===== config.mk =====
export PLATFORM = sky130hd
export DESIGN_NAME = corner_detector
export DESIGN_NICKNAME = d
export VERILOG_FILES = /design/src/rtl/corner_detector.sv
export SDC_FILE = /design/constraint.sdc
export NUM_CORES = 1
export LEC_CHECK = 0
export CORE_MARGIN = 2
export CORE_UTILIZATION = 30
export CTS_CLUSTER_SIZE = 16
export DETAILED_ROUTE_END_ITERATION = 12
export DONT_BUFFER_PORTS = 1
export GPL_ROUTABILITY_DRIVEN = 1
export GPL_TIMING_DRIVEN = 0
export PLACE_DENSITY = 0.45
export SYNTH_ARGS = -nofsm -noshare
export SYNTH_HDL_FRONTEND = slang
export SYNTH_SLANG_ARGS = --single-unit

===== constraint.sdc =====
create_clock -name clk -period 5.4 [get_ports clk]
set_input_delay 1.08 -clock clk [delete_from_list [all_inputs] [get_ports clk]]
set_output_delay 1.08 -clock clk [all_outputs]
set_load 0.01 [all_outputs]

===== src/rtl/corner_detector.sv =====
// Scans one thresholded frame per capture request and publishes the four extreme
// corners of the bright region as a packed word with a one-cycle load strobe.
module corner_detector #(
   parameter int MIN_PIXELS = 64,
   parameter int CNT_W      = 19
) (
   input  logic        clk,
   input  logic        reset,
   input  logic        capture_req,
   input  logic        frame_start,
   input  logic        frame_end,
   input  logic        pixel_valid,
   input  logic [9:0]  pixel_x,
   input  logic [9:0]  pixel_y,
   input  logic        pixel_bright,
   output logic [79:0] auto_corners,
   output logic        set_corners,
   output logic        corners_found,
   output logic        busy
);

   typedef enum logic [1:0] {IDLE, ARMED, SCAN, DONE} state_t;

   // Corners 2 (top-right) and 3 (bottom-right) track maxima, 1 and 4 track minima.
   localparam logic [3:0]       MAX_MASK = 4'b0110;
   localparam logic [CNT_W-1:0] MIN_CNT  = CNT_W'(MIN_PIXELS);
   localparam logic [CNT_W-1:0] CNT_MAX  = {CNT_W{1'b1}};

   state_t            state_q, state_d;
   logic [CNT_W-1:0]  cnt_q;
   logic              first_q;
   logic [3:0][10:0]  best_q;
   logic [3:0][9:0]   cx_q;
   logic [3:0][9:0]   cy_q;
   logic [79:0]       auto_q;
   logic              set_q;
   logic              found_q;

   logic [10:0]       s_metric;
   logic [10:0]       d_metric;
   logic [3:0][10:0]  metric;
   logic [3:0]        better;
   logic              init;
   logic              qual;

   always_comb begin
      state_d = state_q;
      case (state_q)
         IDLE:    if (capture_req) state_d = ARMED;
         ARMED:   if (frame_start) state_d = SCAN;
         SCAN:    if (frame_end)   state_d = DONE;
         DONE:    state_d = IDLE;
         default: state_d = IDLE;
      endcase
   end

   // x + 1023 never exceeds 2046, so subtracting y afterwards cannot wrap.
   assign s_metric = {1'b0, pixel_x} + {1'b0, pixel_y};
   assign d_metric = ({1'b0, pixel_x} + 11'd1023) - {1'b0, pixel_y};

   assign init = frame_start && ((state_q == ARMED) || ((state_q == SCAN) && !frame_end));
   assign qual = (state_q == SCAN) && pixel_valid && pixel_bright && !frame_end;

   for (genvar gi = 0; gi < 4; gi++) begin : g_corner
      assign metric[gi] = ((gi % 2) == 1) ? d_metric : s_metric;
      assign better[gi] = MAX_MASK[gi] ? (metric[gi] > best_q[gi])
                                       : (metric[gi] < best_q[gi]);
   end

   always_ff @(posedge clk) begin
      if (reset) begin
         state_q <= IDLE;
         cnt_q   <= '0;
         first_q <= 1'b0;
         best_q  <= '0;
         cx_q    <= '0;
         cy_q    <= '0;
         auto_q  <= '0;
         set_q   <= 1'b0;
         found_q <= 1'b0;
      end else begin
         state_q <= state_d;
         set_q   <= 1'b0;
         if (init) begin
            cnt_q   <= '0;
            first_q <= 1'b1;
            for (int i = 0; i < 4; i++) begin
               best_q[i] <= MAX_MASK[i] ? 11'd0 : 11'd2047;
            end
         end else if (qual) begin
            first_q <= 1'b0;
            if (cnt_q != CNT_MAX) cnt_q <= cnt_q + CNT_W'(1);
            // Strict compare keeps the earliest pixel in raster order on ties.
            for (int i = 0; i < 4; i++) begin
               if (first_q || better[i]) begin
                  best_q[i] <= metric[i];
                  cx_q[i]   <= pixel_x;
                  cy_q[i]   <= pixel_y;
               end
            end
         end
         if ((state_q == SCAN) && frame_end) begin
            if (cnt_q >= MIN_CNT) begin
               auto_q  <= {cx_q[0], cy_q[0], cx_q[1], cy_q[1],
                           cx_q[2], cy_q[2], cx_q[3], cy_q[3]};
               found_q <= 1'b1;
               set_q   <= 1'b1;
            end else begin
               found_q <= 1'b0;
            end
         end
      end
   end

   assign auto_corners  = auto_q;
   assign set_corners   = set_q;
   assign corners_found = found_q;
   assign busy          = (state_q == ARMED) || (state_q == SCAN);

endmodule

**After elaboration in Yosys (flattened, before gate mapping)**

Index checks and enable logic that the tools add are counted.

- Logic and storage cells: 79
- Input bits: 27
- Register bits: 228
- Output and inout port bits: 83

- Add/sub/neg operators: 4
- Reductions and logical operators: 30
- Bitwise logic cells: 2
- Eq/ne operators: 7
- Magnitude comparators: 5
- Mux-type cells: 13

Operators with widths:

| operator | count |
|---|---|
| 44-bit 2-to-1 mux | 2 |
| 11-bit 2-to-1 mux | 4 |
| 11-bit greater-than comparator | 2 |
| 11-bit < comparator | 2 |
| 19-bit by 1-bit adder with 19-bit output (second input constant) | 1 |
| 19-bit by 7-bit greater-or-equal comparator with 1-bit output (second input constant) | 1 |
| 19-bit != test (second input constant) | 1 |
| 3-bit AND reduction | 5 |
| 2-bit AND reduction | 6 |
| 10-bit by 10-bit adder with 11-bit output | 1 |
| 10-bit by 10-bit adder with 11-bit output (second input constant) | 1 |
| 11-bit by 10-bit subtractor with 11-bit output | 1 |
| 2-bit one-hot mux with 4 select lines | 1 |
| 1-bit logical AND | 6 |
| 1-bit logical OR | 6 |
| 2-bit 2-to-1 mux | 3 |
| 2-bit != test (second input constant) | 3 |
| 2-bit nonzero test | 3 |
| 2-bit equality test (second input constant) | 2 |
| 2-bit OR reduction | 2 |
| 1-bit 2-to-1 mux | 3 |
| 2-bit by 1-bit equality test with 1-bit output (second input constant) | 1 |
| 2-bit logical NOT | 1 |
| 1-bit NOT | 2 |
| 1-bit logical NOT | 1 |

**Depth between registers and ports, before layout**

- Depth after elaboration: 7
- Mapped depth: 18
- Gate-level depth less buffers: 15

**Worst setup path after synthesis**

Ideal clock, no wire load.

- Path type: in2reg
- Start point: input port pixel_x[0]
- End point: register cx_q[0] (netlist name)
- Arrival time: 4107 ps
- Setup time: 128 ps
- Path buffers: 2
- Data required time: 5272 ps
- Slack: 1165 ps
- Stages on the path: 16
- Cells stage by stage: ha_1 -> fa_1 -> nor2b_1 -> o221ai_1 -> a21oi_1 -> a221oi_1 -> inv_1 -> ha_1 -> nand4_1 -> nor3_1 -> a2111oi_2 -> a22oi_2 -> buf_6 -> buf_6 -> mux2i_1 -> nor2_1

- Longest elaborated chain between the ends: 4

Ends and longest elaborated chain:

| what | line | RTL |
|---|---|---|
| start: declaration | 13 | `input logic [9:0] pixel_x,` |
| 10-bit by 10-bit adder with 11-bit output | 58 | `assign s_metric = {1'b0, pixel_x} + {1'b0, pixel_y};` |
| via s_metric[10] | 39 | `logic [10:0] s_metric;` |
| 11-bit < comparator | 67 | `: (metric[gi] < best_q[gi]);` |
| 1-bit logical OR | 95 | `if (first_q \|\| better[i]) begin` |
| 3-bit AND reduction (no line) | - |  |
| end signal: indexed assignment | 97 | `cx_q[i] <= pixel_x;` |
| end: declaration | 33 | `logic [3:0][9:0] cx_q;` |

The timed path passes the listed nets, and every way through them passes these cells.
A chain may end at the register's enable or synchronous reset.

**Final worst setup path**

- Start point: input port pixel_x[0]
- End point: register cx_q[27] (netlist name)

- Longest elaborated chain between the ends: 4

Ends and longest elaborated chain:

| what | line | RTL |
|---|---|---|
| 10-bit by 10-bit adder with 11-bit output | 58 |  |
| via s_metric[10] | 39 |  |
| 11-bit greater-than comparator | 66 | `assign better[gi] = MAX_MASK[gi] ? (metric[gi] > best_q[gi])` |
| 1-bit logical OR | 95 |  |
| 3-bit AND reduction (no line) | - |  |

The timed path passes the listed nets, and every way through them passes these cells.

==> results.txt <==
Netlist cell types - 63
Flop-to-flop setup slack - 2.83 ns
Placed insts - 1648
Slew HR - 0.416
Setup crit end - cx_q[27]$_SDFFE_PP0P_
Bufs on Longest Clock Path - 3
CTS Hold Bufs - 0
Die Ht - 190 um
Post-route ant nets - 0
Synth Instances - 1193
Vias in the first global route - 8109
Drt first-iter violations - 297
Final Core Density - 0.342
Synthesized Nets - 1289
Fin Setup TNS - 0 ns
Final Setup Violations - 0
Synth Warn # - 0
Num CTS Buffers - 27
Final WS setup - 0.746 ns
DR vias - 8077
WP data required - 5.81 ns
WL per Instance - 17.9 um
Tcrit/Tclk final - 0.862
Initial antenna violation count - 0
Final Critical Period - 4.65 ns
Hold WC Path Type - reg2reg
Outcome - completed
Worst Setup Start Kind - input port
# DRC - 0
Final Instance Count excl. Fillers - 1692
Crit. End Element - flip-flop
H-tree levels - 1
Max Cap Viol - 0
Synth Area per Inst - 8.68 um2
Critical Path Source - pixel_x[0]
Worst-Margin Slew - 0.866 ns
Area grow syn2layout - 13.4%
Final HPWL DP - 22400 um
Final Skew - 0.0220 ns
FF+latch count, synth - 228
Initial Util - 0.302
Core Area - 0.0343 mm2
Crit path kind - in2reg
Peak fanout along the critical path - 10
Clk_lat worst skew - 0.55 ns
Gr usage total - 0.169
Routed WL - 30300 um
CTS tree - yes
N_diodes - 0
Post-synth ARST share - 0
Clock Sinks - 228
R2R Path Start - state_q[0]$_SDFFE_PP0P_
Setup bufs post-CTS - 0
Worst slack, placed - 0.176 ns
FF-to-FF path depth - 9
Input/output buffers - 0
Cell area after synthesis - 0.0104 mm2
Power Density - 358 mW/mm2
IO Pins - 110
RR Endpoint - cx_q[27]$_SDFFE_PP0P_
Layout net count - 1318
Die ar. - 0.0360 mm2
Final instance area - 0.0117 mm2
DR pass1 iterations - 6
Post-detailed-route via-to-cell ratio - 4.77
Post-synthesis sequential area ratio - 0.441
Routability congestion estimate - 0.812
RSZ-0062 raised after global routing - no
Multi-input gate area - 0.00518 mm2
Row count - 68
Worst EP arrival - 5.07 ns
VDD IR-drop max - 236 uV
Seq. cell area - 0.00456 mm2
Wire length of the first global-routing pass - 47600 um
Root buffer cell - clkbuf_16
Cell Area, Placed - 0.0109 mm2
Number of gates resized after cts - 0
Final Hold Viols - 0
Pleak - 4.48 nW
Fill cell count - 3600
EDFF count, synth - 0
Clk slew on worst S/H paths - 0.06 ns
Horiz. Die Dim - 190 um
Ratio of cells with drive above 1 in the final layout - 0.0647
Max-slew violations - 0
Fmax - 215 MHz
Top FF cell, synth - dfxtp_1
Largest net degree at the start of global routing - 15
GRT Residual Overflow - 0
==> per-stage QoR <==
stage               power (mW)  hold slack, ns
global placement          2.53           0.442
finish                    4.20           0.454
floorplan                 2.36           0.431
global route              4.44           0.466
detailed placement        2.54           0.448
CTS                       4.26           0.455
==> flip-flops by register name, summed over array words and instances, names as in the netlist <==
name	flops
auto_corners	80
best_q	44
cx_q	40
cy_q	40
cnt_q	19
state_q	2
corners_found	1
first_q	1
set_corners	1
==> logic make-up after synthesis <==
| logic type | after synthesis | share of synthesized area |
|---|---|---|
| buffers and inverters | 141 | 0.0587 |
| DFF | 228 | 0.441 |
| adders and majority gates | 69 | 0.0848 |
| muxes | 99 | 0.0957 |
| xor gates and xnor gates | 21 | 0.0178 |
| AOI/OAI and AO/OA | 213 | 0.125 |
| and+or+nand+nor | 422 | 0.177 |
==> worst max-delay path, cell delays in order <==
cell	delay, ns
ha_1	0.23
fa_1	0.41
nor2b_1	0.17
o221ai_1	0.24
a21oi_1	0.17
a221oi_1	0.68
inv_1	0.16
ha_1	0.34
nand4_1	0.14
a211oi_1	0.25
a211oi_1	0.12
nor2_1	0.39
buf_2	0.40
mux2i_1	0.22
nor2_1	0.05
==> cell usage in the layout (no fill, tap or decap), types with 25 or more instances in the layout <==
master	n
nand2_1	185
nor2_1	139
ha_1	67
dfxtp_1	228
o21ai_0	25
clkbuf_16	27
clkbuf_1	45
nor3_1	27
a21oi_1	122
mux2i_1	99
inv_1	77
==> metal layers <==
layer / track usage / wire length [um] / vias to the layer above
li1: - / - / 4096
met1: 0.215 / 14000 / 3815
met2: 0.284 / 13800 / 132
met3: 0.0529 / 2060 / 34
met4: 0.0310 / 482 / 0
met5: 0 / 0 / -
==> area by class of cell <==
class                   instances  share of cell area
clock buffers                  38              0.0653
inverters                      78              0.0249
flip-flops and latches        228               0.389
multi-input cells             824               0.441
clock inverters                 6             0.00437
well taps                     455              0.0485
plain buffers                  63              0.0269
==> worst min path at each step <==
stage,slack (ns),cells after the start,start,end
2_1_floorplan,0.43,2,cy_q[30]$_SDFFE_PP0P_,auto_corners[0]$_SDFFE_PP0P_
3_3_place_gp,0.44,2,cx_q[11]$_SDFFE_PP0P_,auto_corners[51]$_SDFFE_PP0P_
3_5_place_dp,0.45,2,cy_q[38]$_SDFFE_PP0P_,auto_corners[8]$_SDFFE_PP0P_
4_1_cts,0.45,2,cy_q[38]$_SDFFE_PP0P_,auto_corners[8]$_SDFFE_PP0P_
5_1_grt,0.47,2,cy_q[38]$_SDFFE_PP0P_,auto_corners[8]$_SDFFE_PP0P_
6_report,0.45,2,cx_q[18]$_SDFFE_PP0P_,auto_corners[58]$_SDFFE_PP0P_
==> power breakdown <==
group | internal, mW | switching (mW) | total, mW
clock network | 0.984 | 0.720 | 1.70
registers | 1.76 | 0.0295 | 1.78
logic | 0.274 | 0.441 | 0.715
total | 3.01 | 1.19 | 4.20
==> cell usage after synthesis, types with 4 or more instances <==
| cell type | number | area share |
|---|---|---|
| clkbuf_1 | 39 | 0.014 |
| xnor2_1 | 19 | 0.016 |
| a31oi_1 | 4 | 0.0024 |
| buf_2 | 11 | 0.0053 |
| nand3_1 | 12 | 0.0058 |
| inv_1 | 77 | 0.028 |
| buf_6 | 7 | 0.0076 |
| nand2_1 | 185 | 0.067 |
| nor4_1 | 7 | 0.0042 |
| dfxtp_1 | 228 | 0.44 |
| a221oi_1 | 6 | 0.0051 |
| or3_1 | 7 | 0.0042 |
| a211oi_1 | 13 | 0.0094 |
| nand4_1 | 8 | 0.0048 |
| o21ai_0 | 25 | 0.012 |
| nor3_1 | 27 | 0.013 |
| nand2b_1 | 5 | 0.0030 |
| a21o_1 | 9 | 0.0065 |
| mux2i_1 | 99 | 0.096 |
| a21oi_1 | 122 | 0.059 |
| nor2_1 | 139 | 0.050 |
| nor2b_1 | 12 | 0.0073 |
| ha_1 | 67 | 0.081 |
| o211ai_1 | 4 | 0.0029 |
No activity file was read; power rests on OpenSTA's default activity.
